===== config.mk =====
export PLATFORM = sky130hd
export DESIGN_NAME = flag_branch_unit
export DESIGN_NICKNAME = d
export VERILOG_FILES = /design/src/rtl/flag_branch_unit.sv
export SDC_FILE = /design/constraint.sdc
export NUM_CORES = 1
export LEC_CHECK = 0
export BUFFER_PORTS_ARGS = -buffer_cell sky130_fd_sc_hd__buf_2
export CORE_MARGIN = 3
export CORE_UTILIZATION = 35
export CTS_CLUSTER_DIAMETER = 50
export DETAILED_ROUTE_END_ITERATION = 10
export PLACE_DENSITY_LB_ADDON = 0.15
export SKIP_CTS_REPAIR_TIMING = 1
export SLEW_MARGIN = 5
export SYNTH_ARGS = -nofsm -noshare
export SYNTH_HDL_FRONTEND = slang
export SYNTH_SLANG_ARGS = --single-unit

===== constraint.sdc =====
create_clock -name clk -period 3.2 [get_ports clk]
set_input_delay 0.64 -clock clk [delete_from_list [all_inputs] [get_ports clk]]
set_output_delay 0.64 -clock clk [all_outputs]
set_load 0.02 [all_outputs]

===== src/rtl/flag_branch_unit.sv =====
// flag_branch_unit: architectural Z/V/N flag register, branch condition
// resolution, registered branch-taken pulse and fixed-length pipeline flush.
// Optional feature macro: FLAG_FWD_EN -- when defined, branch conditions see
// flag writes from the same cycle (per-bit bypass of flags_in over flags_q).
module flag_branch_unit #(
    parameter int unsigned FLUSH_CYCLES = 2
) (
    input  logic       clk,
    input  logic       rst,
    input  logic [2:0] flags_in,
    input  logic [2:0] flags_en,
    input  logic       stall,
    input  logic       br_valid,
    input  logic [2:0] br_cond,
    output logic [2:0] flags_q,
    output logic       br_taken,
    output logic       flush,
    output logic       br_busy
);

    typedef enum logic {
        IDLE  = 1'b0,
        FLUSH = 1'b1
    } state_t;

    localparam int unsigned ZB = 2;
    localparam int unsigned VB = 1;
    localparam int unsigned NB = 0;

    // Counter reload: flush spans FLUSH_CYCLES cycles including the entry cycle.
    localparam logic [3:0] CNT_LOAD = 4'(FLUSH_CYCLES - 1);

    state_t     state_q, state_d;
    logic [3:0] cnt_q, cnt_d;
    logic       br_taken_q, br_taken_d;
    logic       flush_q, flush_d;
    logic [2:0] flags_d;
    logic [2:0] eval_flags;
    logic       cond_true;
    logic       accept;

    // Flags the branch condition is resolved against.
    always_comb begin
`ifdef FLAG_FWD_EN
        // Bypass applies regardless of stall; acceptance still needs !stall.
        eval_flags = (flags_en & flags_in) | (~flags_en & flags_q);
`else
        eval_flags = flags_q;
`endif
    end

    // Condition-code decode.
    always_comb begin
        cond_true = 1'b0;
        case (br_cond)
            3'b000:  cond_true = !eval_flags[ZB];
            3'b001:  cond_true = eval_flags[ZB];
            3'b010:  cond_true = !eval_flags[ZB] && !eval_flags[NB];
            3'b011:  cond_true = eval_flags[NB];
            3'b100:  cond_true = eval_flags[ZB] || !eval_flags[NB];
            3'b101:  cond_true = eval_flags[ZB] || eval_flags[NB];
            3'b110:  cond_true = eval_flags[VB];
            default: cond_true = 1'b1;
        endcase
    end

    // Independent per-bit flag writes, all frozen by stall.
    always_comb begin
        flags_d = flags_q;
        if (!stall) begin
            flags_d = (flags_en & flags_in) | (~flags_en & flags_q);
        end
    end

    assign accept = br_valid && !stall && (state_q == IDLE);

    // Branch/flush FSM next-state; stall never pauses the flush countdown.
    always_comb begin
        state_d    = state_q;
        cnt_d      = cnt_q;
        br_taken_d = 1'b0;
        flush_d    = flush_q;
        case (state_q)
            IDLE: begin
                flush_d = 1'b0;
                if (accept && cond_true) begin
                    state_d    = FLUSH;
                    cnt_d      = CNT_LOAD;
                    br_taken_d = 1'b1;
                    flush_d    = 1'b1;
                end
            end
            FLUSH: begin
                if (cnt_q != 4'd0) begin
                    cnt_d   = cnt_q - 4'd1;
                    flush_d = 1'b1;
                end else begin
                    state_d = IDLE;
                    flush_d = 1'b0;
                end
            end
            default: begin
                state_d = IDLE;
                flush_d = 1'b0;
            end
        endcase
    end

    // State and output registers; reset aborts any flush immediately.
    always_ff @(posedge clk or posedge rst) begin
        if (rst) begin
            state_q    <= IDLE;
            cnt_q      <= 4'd0;
            br_taken_q <= 1'b0;
            flush_q    <= 1'b0;
            flags_q    <= 3'b000;
        end else begin
            state_q    <= state_d;
            cnt_q      <= cnt_d;
            br_taken_q <= br_taken_d;
            flush_q    <= flush_d;
            flags_q    <= flags_d;
        end
    end

    assign br_taken = br_taken_q;
    assign flush    = flush_q;
    assign br_busy  = (state_q == FLUSH);

endmodule


# == After elaboration in Yosys (flattened, before gate mapping) ==
# Index checks and enable logic that the tools add are counted.
# totals
reg_bits,9
input_bits,13
out_inout_bits,6
elab_cells,38
# classes
add_sub_neg,1
n_eq_ne,8
n_mux,8
bitwise_logic,5
reduce_logical,12
# op_table
cell,count
"3-bit == test, second input constant",3
4-bit two-way mux,2
4-bit one-hot mux with 2 select lines,1
1-bit one-hot mux with 7 select lines,1
3-bit bitwise AND,2
"3-bit by 2-bit == test with 1-bit output, second input constant",2
1-bit logical AND,4
"2-bit by 1-bit != test with 1-bit output, second input constant",2
4-bit nonzero test,1
"4-bit by 1-bit subtractor with 4-bit output, second input constant",1
"3-bit by 1-bit == test with 1-bit output, second input constant",1
1-bit logical NOT,3
3-bit logical NOT,1
1-bit two-way mux,3
3-bit inverter,1
3-bit bitwise OR,1
1-bit logical OR,2
1-bit one-hot mux with 2 select lines,1
2-bit AND reduction,1
1-bit inverter,1

# == Logic depth before layout (Yosys ltp) ==
# logic_depth
depth_word,6
mapped_depth,6
ltp_nobuf,6

# == Worst setup path after synthesis ==
# Ideal clock, no wire load.
# synth_timing
path_type,register to register
startpoint,register cnt_q[0]
endpoint,register cnt_q[1]
setup_ns,0.078
arrival_time_ns,1.293
required_time_ns,3.122
slack_ns,1.830
stages_incl_launch_ff,7
n_path_buf,0
synth_period_minus_slack_ns,1.370
cell_sequence,dfrtp_1 -> inv_1 -> ha_1 -> inv_1 -> o31ai_4 -> mux2i_1 -> a21boi_1
# synth_via
elab_chain_cells,3
elab_cells_between_ends,6
classes_between,add/sub: 1; eq/ne: 1; mux: 2; reduce/logical: 2
# synth_rtl
element,line,source
start: declaration,34,"logic [3:0] cnt_q, cnt_d;"
start signal: assignment,119,cnt_q <= cnt_d;
4-bit by 1-bit subtractor with 4-bit output or 4-bit nonzero test (tied branches),"95, 94",
4-bit two-way mux or 2-bit by 1-bit != test with 1-bit output (tied branches),--,
4-bit one-hot mux with 2 select lines or 2-bit AND reduction (tied branches),--,
# Several ways; a longest one is shown, not always the timed one. The select of a mux whose other input is x is not followed.
# A chain may end at the register's enable or synchronous reset.

==> metrics.txt <==
# TYPE chip_impl_metric gauge
chip_impl_metric{name="post_route_cells_drive_above_1_share",unit="%"} 38.6
chip_impl_metric{name="critical_path.max_fanout",unit=""} 6
chip_impl_info{name="critical_path.reg2reg.startpoint",value="cnt_q[0]"} 1
chip_impl_metric{name="cts.reportedPaths.clkPinSlew",unit="ns"} 0.06
chip_impl_metric{name="synth_edf_count",unit=""} 0
chip_impl_metric{name="core.rowCount",unit=""} 13
chip_impl_metric{name="cts_max_level",unit=""} 1
chip_impl_metric{name="worst-endpoint-arrival",unit="ns"} 0.96
chip_impl_metric{name="first_global_vias",unit=""} 401
chip_impl_metric{name="reg2reg_depth",unit=""} 6
chip_impl_metric{name="route.detailed.vias_per_inst",unit=""} 5.12
chip_impl_metric{name="minimum_clock_period_after_layout",unit="ns"} 1.60
chip_impl_metric{name="placedInstanceArea",unit="sq um"} 623
chip_impl_metric{name="tightestPinTransition",unit="ns"} 0.358
chip_impl_info{name="yosys_most_used_dff",value="sky130_fd_sc_hd__dfrtp_1"} 1
chip_impl_metric{name="first_pass_grt_wire_length",unit="mm"} 1.66
chip_impl_metric{name="routedWlPerCell",unit="microns"} 12.1
chip_impl_metric{name="die_width",unit="microns"} 44.6
chip_impl_info{name="unrepaired_setup_endpoints_after_global_routing",value="no"} 1
chip_impl_metric{name="antenna_found_initial",unit=""} 0
chip_impl_metric{name="power.switching_fraction",unit="%"} 39.7
chip_impl_metric{name="max_stage_delay",unit="ns"} 0.48
chip_impl_metric{name="fin_skew",unit="ns"} 0.00678
chip_impl_metric{name="proportion_of_power_drawn_by_the_clock_network",unit="%"} 17.5
chip_impl_metric{name="layout.cell_area.non_filler",unit="sq um"} 649
chip_impl_metric{name="place_congestion",unit=""} 0.821
chip_impl_metric{name="crit_buf_inv",unit=""} 1
chip_impl_metric{name="area_growth_syn_to_layout",unit="%"} 24.5
chip_impl_info{name="most-common-layout-cells",value="18 x sky130_fd_sc_hd__buf_2, 9 x sky130_fd_sc_hd__dfrtp_1, 4 x sky130_fd_sc_hd__nor2b_1, 4 x sky130_fd_sc_hd__inv_1"} 1
chip_impl_info{name="criticalPathCategory",value="reg -> out"} 1
chip_impl_info{name="cts_tree",value="done"} 1
chip_impl_metric{name="max_cap_viol_count",unit=""} 0
chip_impl_metric{name="max-vdd-ir-drop",unit="mV"} 0.439
chip_impl_metric{name="ys_seq_elements",unit=""} 9
chip_impl_metric{name="final.setup.tns",unit="ns"} 0
chip_impl_metric{name="reg2reg_setup_slack",unit="ns"} 1.64
chip_impl_info{name="worst_setup_path_start_kind",value="flop"} 1
chip_impl_metric{name="final_min_period_over_clock_period",unit="%"} 50.1
chip_impl_metric{name="clock.fmax",unit="GHz"} 0.624
chip_impl_metric{name="syn-mean-instance-area",unit="sq um"} 10.6
chip_impl_metric{name="initial_utilization",unit="%"} 38.6
chip_impl_metric{name="vias",unit=""} 435
chip_impl_metric{name="die_area",unit="sq mm"} 0.00199
chip_impl_metric{name="slew_headroom",unit="%"} 76.1
chip_impl_metric{name="cts_made_buffers",unit=""} 3
chip_impl_metric{name="ys.warnings.count",unit=""} 0
chip_impl_info{name="worstPathCellList",value="buf_2"} 1
chip_impl_metric{name="setup_viol_count_final",unit=""} 0
chip_impl_metric{name="timing_max_transition_violations_final",unit=""} 0
chip_impl_metric{name="netlist_area",unit="sq um"} 522
chip_impl_metric{name="proportion_of_synthesized_chip_area_in_sequential_cells",unit="%"} 43.2
chip_impl_metric{name="synth_cell_types",unit=""} 28
chip_impl_metric{name="power.static_leakage",unit="nW"} 0.302
chip_impl_metric{name="nets",unit=""} 85
chip_impl_metric{name="grt_util_all_layers",unit="%"} 11.9
chip_impl_metric{name="design.core.area",unit="sq mm"} 0.00135
chip_impl_metric{name="netsw",unit="W"} 0.000196
chip_impl_info{name="timing.critical_path.max_delay_family",value="flip-flops"} 1
chip_impl_metric{name="combinationalPowerShare",unit="%"} 41.5
chip_impl_metric{name="grt_overflow",unit=""} 0
chip_impl_metric{name="required",unit="ns"} 2.56
chip_impl_metric{name="finalWirelength",unit="mm"} 1.03
chip_impl_metric{name="clk_latency",unit="ns"} 0.26
chip_impl_info{name="min-delay-path-class",value="in -> async"} 1
chip_impl_metric{name="remaining_drc_errors",unit=""} 0
chip_impl_metric{name="cts.sink_count",unit=""} 9
chip_impl_metric{name="fillCellCount",unit=""} 125
chip_impl_metric{name="async_flop_share",unit="%"} 100
chip_impl_metric{name="pin_count_of_the_biggest_net_entering_global_routing",unit=""} 10
chip_impl_metric{name="detailedRoute.firstIterationViolations",unit=""} 2
chip_impl_metric{name="power.share.sequential",unit="%"} 41.0
chip_impl_metric{name="port_buffers",unit=""} 18
chip_impl_metric{name="clockBufferDepth",unit=""} 2
chip_impl_metric{name="synthCells",unit=""} 49
chip_impl_metric{name="antenna_cells_inserted",unit=""} 0
chip_impl_metric{name="synthesis.nets",unit=""} 63
chip_impl_metric{name="power_density",unit="mW/mm^2"} 760
chip_impl_info{name="clock-root-buffer",value="sky130_fd_sc_hd__clkbuf_4"} 1
chip_impl_info{name="critical_path.reg2reg.endpoint",value="cnt_q[1]"} 1
chip_impl_metric{name="antenna_violating_nets_left",unit=""} 0
chip_impl_metric{name="finalHoldViolCount",unit=""} 0
chip_impl_metric{name="cell_internal_pwr",unit="W"} 0.000298
chip_impl_info{name="critical_path.slowest_cell",value="sky130_fd_sc_hd__dfrtp_1"} 1
chip_impl_info{name="status",value="finished clean"} 1
chip_impl_info{name="layout.cells.most_common",value="sky130_fd_sc_hd__buf_2"} 1
chip_impl_metric{name="io_pins",unit=""} 19
chip_impl_metric{name="chipHeight",unit="microns"} 44.6
chip_impl_info{name="timing.critical_path.to_type",value="output pin"} 1
chip_impl_metric{name="drt_pre_antenna_iters",unit=""} 2
stage by stage:
stage	instances	power, W	util [%]	setup WS [ns]	hold WS [ns]
6_report	85	0.000493	48.1	1.60	0.331
5_1_grt	85	0.000532	48.1	1.53	0.361
4_1_cts	85	0.000503	48.1	1.59	0.342
3_5_place_dp	81	0.000414	46.2	1.64	0.532
3_3_place_gp	81	0.000408	46.2	1.64	0.537
2_1_floorplan	49	0.000359	-	1.83	0.468
final cells by class:
class / instances / area, sq um / area share, %
Multi-Input combinational cell: 35 / 274 / 42.2
Tap cell: 15 / 18.8 / 2.89
Sequential cell: 9 / 225 / 34.7
Clock buffer: 4 / 26.3 / 4.05
Timing Repair Buffer: 18 / 90.1 / 13.9
Inverter: 4 / 15.0 / 2.31
synth_stat cells (2+ instances only):
cell type	instances	area, sq um
sky130_fd_sc_hd__dfrtp_1	9	225
sky130_fd_sc_hd__o21ai_0	2	10.0
sky130_fd_sc_hd__o21ai_1	2	10.0
sky130_fd_sc_hd__inv_1	4	15.0
sky130_fd_sc_hd__a21oi_1	2	10.0
sky130_fd_sc_hd__nor3b_1	2	15.0
sky130_fd_sc_hd__nor2b_1	4	25.0
sky130_fd_sc_hd__xor2_1	2	17.5
sky130_fd_sc_hd__mux2_2	3	33.8
worst max-delay path by stage:
| stage | endpoint | cells after the start | slack, ns | from |
|---|---|---|---|---|
| final | br_busy | 1 | 1.60 | flush |
| after global routing | cnt_q[1] | 6 | 1.53 | cnt_q[0] |
| after CTS | flush | 1 | 1.59 | flush |
| after detailed placement | flush | 4 | 1.64 | br_cond[2] |
| after global placement | cnt_q[1] | 6 | 1.64 | cnt_q[0] |
| after floorplan | cnt_q[1] | 6 | 1.83 | cnt_q[0] |
kinds of logic (layout without fill, tap and decap cells):
group,Yosys count,after routing,share of synthesized area [%]
multiplexers,4,4,8.39
adder cells (fa/ha/maj),1,1,2.40
AO/OA/AOI/OAI,13,13,18.7
flip-flops,9,9,43.2
XOR/XNOR,3,3,5.04
buffers and inverters,5,26,4.32
AND/OR/NAND/NOR,14,14,18.0
metal layers:
layer	global-route usage (%)	wire [microns]
met2	18.9	483
met5	0	0
met4	3.61	0
met3	6.10	73
met1	13.9	474
power by group through the flow:
stage / Combinational, W / Sequential [W] / Clock (W)
3_3_place_gp: 0.000205 / 0.000203 / 0
4_1_cts: 0.000210 / 0.000202 / 0.0000911
3_5_place_dp: 0.000211 / 0.000203 / 0
6_report: 0.000205 / 0.000202 / 0.0000864
5_1_grt: 0.000228 / 0.000208 / 0.0000955
2_1_floorplan: 0.000149 / 0.000211 / 0
No activity file was read; power rests on OpenSTA's default activity.
